## config.mk

```make
export PLATFORM = sky130hd
export DESIGN_NAME = weight_load_ctrl
export DESIGN_NICKNAME = d
export VERILOG_FILES = /design/src/rtl/tsr_weight_pkg.sv /design/src/rtl/weight_load_ctrl.sv
export SDC_FILE = /design/constraint.sdc
export NUM_CORES = 1
export LEC_CHECK = 0
export CORE_AREA = 8 8 94 96
export CTS_BUF_LIST = sky130_fd_sc_hd__clkbuf_16
export DETAILED_ROUTE_END_ITERATION = 6
export DIE_AREA = 0 0 102 104
export PLACE_DENSITY_LB_ADDON = 0.12
export SKIP_CTS_REPAIR_TIMING = 1
export SLEW_MARGIN = 20
export SYNTH_ARGS = -nofsm -noshare
export SYNTH_HDL_FRONTEND = slang
export SYNTH_SLANG_ARGS = --single-unit
export TNS_END_PERCENT = 5
```

## constraint.sdc

```tcl
create_clock -name clk -period 3 [get_ports clk]
set_clock_uncertainty 0.2 [all_clocks]
set_input_delay 0.45 -clock clk [delete_from_list [all_inputs] [get_ports clk]]
set_output_delay 0.45 -clock clk [all_outputs]
set_load 0.01 [all_outputs]
```

## src/rtl/tsr_weight_pkg.sv

```systemverilog
// Shared definitions for the weight-load path: controller state encoding
// and the padded beat count that the 64-to-16 unpacker also uses.
package tsr_weight_pkg;

  typedef enum logic [1:0] {
    ST_IDLE  = 2'd0,
    ST_LOAD  = 2'd1,
    ST_READY = 2'd2
  } state_t;

  // The unpacker always emits whole 64-bit words, i.e. groups of four
  // 16-bit weights, so a load is rounded up to a multiple of four beats.
  function automatic int padded_count(input int num_weights);
    return ((num_weights + 3) / 4) * 4;
  endfunction

endpackage

```

## src/rtl/weight_load_ctrl.sv

```systemverilog
// Weight-load controller: owns the single weight-memory port. While
// loading it forwards unpacker beats (dropping padding beats) and tracks
// ordering; once the load is complete it hands the port to the CNN
// compute read path.
//
// Handshake: ld_enable is a level that lets the unpacker pop its FIFO;
// every cycle with ld_wr_en=1 is one accepted beat (no back-pressure).
// cmp_rd_gnt is returned combinationally in the same cycle as
// cmp_rd_req and the memory read is issued in that same cycle.
module weight_load_ctrl
  import tsr_weight_pkg::*;
#(
  parameter int NUM_WEIGHTS = 56690,
  parameter int CNT_W       = 16
) (
  input  logic             clk,
  input  logic             rst_n,
  input  logic             start,
  input  logic             abort,
  output logic             ld_enable,
  input  logic             ld_wr_en,
  input  logic [31:0]      ld_wr_addr,
  input  logic [15:0]      ld_wr_data,
  input  logic             cmp_rd_req,
  input  logic [31:0]      cmp_rd_addr,
  output logic             cmp_rd_gnt,
  output logic             mem_en,
  output logic             mem_we,
  output logic [31:0]      mem_addr,
  output logic [15:0]      mem_wdata,
  output logic             busy,
  output logic             load_done,
  output logic             err,
  output logic [CNT_W-1:0] wr_count,
  output logic [1:0]       state_dbg
);

  localparam int               PADDED    = padded_count(NUM_WEIGHTS);
  localparam logic [CNT_W-1:0] LAST_BEAT = CNT_W'(PADDED - 1);
  localparam logic [31:0]      NUM_W32   = 32'(NUM_WEIGHTS);

  state_t           state, state_nxt;
  logic [CNT_W-1:0] beat_cnt, beat_cnt_nxt;
  logic [CNT_W-1:0] wr_cnt_q, wr_cnt_nxt;
  logic             err_q, err_nxt;
  logic             done_q, done_nxt;

  assign wr_count  = wr_cnt_q;
  assign err       = err_q;
  assign load_done = done_q;
  assign state_dbg = state;

  // State and counter registers; reset abandons any load in progress.
  always_ff @(posedge clk or negedge rst_n) begin
    if (!rst_n) begin
      state    <= ST_IDLE;
      beat_cnt <= '0;
      wr_cnt_q <= '0;
      err_q    <= 1'b0;
      done_q   <= 1'b0;
    end else begin
      state    <= state_nxt;
      beat_cnt <= beat_cnt_nxt;
      wr_cnt_q <= wr_cnt_nxt;
      err_q    <= err_nxt;
      done_q   <= done_nxt;
    end
  end

  // Next state, counters and the combinational memory-port mux. Write and
  // read paths live in different states, so they can never collide.
  always_comb begin
    state_nxt    = state;
    beat_cnt_nxt = beat_cnt;
    wr_cnt_nxt   = wr_cnt_q;
    err_nxt      = err_q;
    done_nxt     = done_q;
    ld_enable    = 1'b0;
    busy         = 1'b0;
    cmp_rd_gnt   = 1'b0;
    mem_en       = 1'b0;
    mem_we       = 1'b0;
    mem_addr     = '0;
    mem_wdata    = '0;

    case (state)
      ST_IDLE: begin
        // A stray beat is flagged and dropped; a start clears the flag
        // unless a stray beat arrives in the very same cycle.
        if (ld_wr_en) err_nxt = 1'b1;
        if (start) begin
          state_nxt    = ST_LOAD;
          beat_cnt_nxt = '0;
          wr_cnt_nxt   = '0;
          err_nxt      = ld_wr_en;
        end
      end

      ST_LOAD: begin
        ld_enable = 1'b1;
        busy      = 1'b1;
        if (ld_wr_en) begin
          beat_cnt_nxt = beat_cnt + 1'b1;
          // Out-of-order beats are flagged but still written.
          if (ld_wr_addr != 32'(beat_cnt)) err_nxt = 1'b1;
          if (ld_wr_addr < NUM_W32) begin
            wr_cnt_nxt = wr_cnt_q + 1'b1;
            mem_en     = 1'b1;
            mem_we     = 1'b1;
            mem_addr   = ld_wr_addr;
            mem_wdata  = ld_wr_data;
          end
        end
        if (abort) begin
          state_nxt = ST_IDLE;
          done_nxt  = 1'b0;
        end else if (ld_wr_en && (beat_cnt == LAST_BEAT)) begin
          state_nxt = ST_READY;
          done_nxt  = 1'b1;
        end
      end

      ST_READY: begin
        if (ld_wr_en) err_nxt = 1'b1;
        if (start) begin
          // Reload: the port belongs to the write path from now on.
          state_nxt    = ST_LOAD;
          beat_cnt_nxt = '0;
          wr_cnt_nxt   = '0;
          err_nxt      = ld_wr_en;
          done_nxt     = 1'b0;
        end else if (cmp_rd_req) begin
          cmp_rd_gnt = 1'b1;
          mem_en     = 1'b1;
          mem_addr   = cmp_rd_addr;
        end
      end

      default: state_nxt = ST_IDLE;
    endcase
  end

endmodule
```

==> flow_metrics.env <==
export IMPL_whs_ns=0.0717
export IMPL_clk_pin_slew_worst_paths_ns=0.06
export IMPL_dpl_cell_count=613
export IMPL_switching_power_mw=0.891
export IMPL_worst_slack_ns=-0.0406
export IMPL_synthesis_nets=432
export IMPL_clkLatencyLatePin_ns=0.28
export IMPL_ir_drop_mv=0.475
export IMPL_ys_async_sr_fraction_pct=100
export IMPL_internal_power_mw=1.48
export IMPL_synth_flop_cell="dfrtp_1"
export IMPL_drv_cap=0
export IMPL_io_pins=159
export IMPL_cts_buffers=5
export IMPL_p_sw_share_pct=37.5
export IMPL_ctsRootBufferMaster="clkbuf_16"
export IMPL_rsz0062_at_grt="yes"
export IMPL_coreArea_um2=7450
export IMPL_ctsLongestPathBuffers=2
export IMPL_status="finished, violations left"
export IMPL_dp_hpwl_mm=9.55
export IMPL_syn_area_per_cell_um2=8.48
export IMPL_relSlewSlack_pct=45.0
export IMPL_cp_arrival_ns=2.39
export IMPL_drt_initial_drc_count=172
export IMPL_gp_congestion=0.871
export IMPL_ys_ff_latch=36
export IMPL_nNetsFinal=619
export IMPL_p_total_mw=2.37
export IMPL_drt_wl_total_mm=12.5
export IMPL_vias=3361
export IMPL_wire_per_inst_um=19.7
export IMPL_layout_drive_gt1_share_pct=15.7
export IMPL_synth_area_leaders="dfrtp_1, and2_1, xnor2_1"
export IMPL_synth_top_area_cell="dfrtp_1"
export IMPL_tightestPinTransition_ns=0.825
export IMPL_synth_distinct_cells=57
export IMPL_finalSetupViolCount=1
export IMPL_dieWidth_um=102
export IMPL_drtPass1Iterations=5
export IMPL_p_comb_share_pct=49.4
export IMPL_hp_class="in2async"
export IMPL_ant_nets=0
export IMPL_yosys_warnings=0
export IMPL_cp_start_kind="primary input"
export IMPL_crit_fanout=4
export IMPL_min_period_over_period_pct=101
export IMPL_grt_pass1_vias=3160
export IMPL_endpoint_kind="output pin"
export IMPL_syn_cell_area_um2=2880
export IMPL_synth_top_cell_area_share_pct=31.3
export IMPL_area_growth_pct=77.4
export IMPL_grt_start_max_net_pins=37
export IMPL_clock_sinks=36
export IMPL_worst_setup_path_type="in2out"
export IMPL_h_tree_depth=2
export IMPL_finalMaxSlewViolations=0
export IMPL_dieArea_um2=10600
export IMPL_rows=32
export IMPL_post_route_util_pct=68.7
export IMPL_final_cells=631
export IMPL_fin_crit_ns=3.04
export IMPL_hold_violations=0
export IMPL_fmax_mhz=329
export IMPL_synth_edf_count=0
export IMPL_seq_area_frac_synth_pct=31.3
export IMPL_antenna_found_initial=1
export IMPL_syn_inst=340
export IMPL_drc=0
export IMPL_pwr_share_clk_pct=24.7
export IMPL_violations="setup timing"
export IMPL_grt_usage_pct=21.0
export IMPL_powerDensity_nw_per_um2=464
export IMPL_p_leak_nw=2.59
export IMPL_cp_required_ns=2.35
export IMPL_grt_overflow=0
export IMPL_rrSetupSlack_ns=0.34
export IMPL_vias_per_cell=5.33
export IMPL_grt_pass1_wl_mm=17.7
export IMPL_start_util_pct=38.7
export IMPL_portBuffers=158
export IMPL_fin_setup_tns_ns=-0.0406
export IMPL_pwr_share_seq_pct=25.8
export IMPL_die_h_um=104
export IMPL_cts_tree="yes"
-- power by group through the flow --
stage / Sequential [mW] / Clock (mW) / Combinational [mW]
finish: 0.613 / 0.587 / 1.17
global route: 0.622 / 0.613 / 1.27
CTS: 0.612 / 0.599 / 1.17
detailed placement: 0.620 / 0 / 1.15
global placement: 0.618 / 0 / 1.14
floorplan: 0.629 / 0 / 0.617
-- cell usage after synthesis (all sizes together) (3+ instances only) --
cell type,count
nor4,15
and2,36
mux2i,3
a221oi,6
o2bb2ai,6
and3,5
nand4,9
a21oi,7
o22ai,3
nor3,8
o31ai,4
nor2b,3
xnor2,24
dfrtp,36
a22o,19
nor2,29
a211oi,4
a31oi,3
ha,6
nand3,13
inv,16
nand2,18
buf,7
clkbuf,14
o21ai,16
-- sequential cells by signal, summed over array words and instances (netlist names) --
signal,count
beat_cnt,16
load_done,1
wr_count,16
err,1
state_dbg,2
-- area by class of cell --
class,instances,area [um^2]
antenna,1,2.50
multi-input combinational,267,1840
timing repair buffer,201,2010
inverter,16,60.1
sequential,36,901
clock buffer,5,125
fill,593,2330
tap,102,128
clock inverter,3,42.5
-- critical path, cell delays in order --
cell	delay, ns
clkdlybuf4s50_1	0.42
nor4_2	0.28
nand4_2	0.20
a2111oi_4	0.30
buf_4	0.20
buf_4	0.12
buf_4	0.10
buf_4	0.09
o21a_1	0.12
buf_6	0.10
-- kinds of logic (layout without fill, tap and decap cells) --
kind of cell / Yosys count / in the layout / synth area share [%]
AO/OA/AOI/OAI: 86 / 86 / 23.0
XOR/XNOR: 25 / 25 / 7.60
adder cells (fa/ha/maj): 6 / 6 / 2.60
buffers and inverters: 37 / 225 / 5.77
flip-flops: 36 / 36 / 31.2
multiplexers: 4 / 4 / 1.43
other: 0 / 1 / 0
AND/OR/NAND/NOR: 146 / 146 / 28.3
-- through the flow --
stage               setup WS (ns)  area, um^2
CTS                        -0.490        4940
finish                    -0.0406        5110
floorplan                   0.400        2880
global placement           -0.464        4770
detailed placement         -0.482        4770
global route               -0.126        5110
-- layer usage --
| layer | GRT usage, % | wire, um | up-vias |
|---|---|---|---|
| li1 | - | - | 1616 |
| met1 | 24.7 | 5060 | 1586 |
| met2 | 36.3 | 6120 | 144 |
| met3 | 5.69 | 1100 | 15 |
| met4 | 4.93 | 175 | 0 |
| met5 | 0 | 0 | - |
-- layout by cell type (no fill, tap or decap), types with 12 or more instances in the layout --
master,count
clkdlybuf4s50_1,102
dlymetal6s2s_1,43
dfrtp_1,36
buf_4,36
and2_1,35
nor2_1,29
xnor2_1,24
a22o_1,19
nand2_1,18
inv_1,16
o21ai_0,13
nand3_1,12
-- path summary, 6_finish.rpt --
kind                                 from            to  cells past startpoint
max reg2reg                  state_dbg[0]  beat_cnt[15]                      8
min                                 rst_n  beat_cnt[11]                      1
max                        ld_wr_addr[28]        mem_en                     10
min reg2reg                  wr_count[15]  wr_count[15]                      1
max in group asynchronous           rst_n   wr_count[3]                      1
min in group clk             wr_count[15]  wr_count[15]                      1
Note: power is estimated with default switching activity, not from simulation.
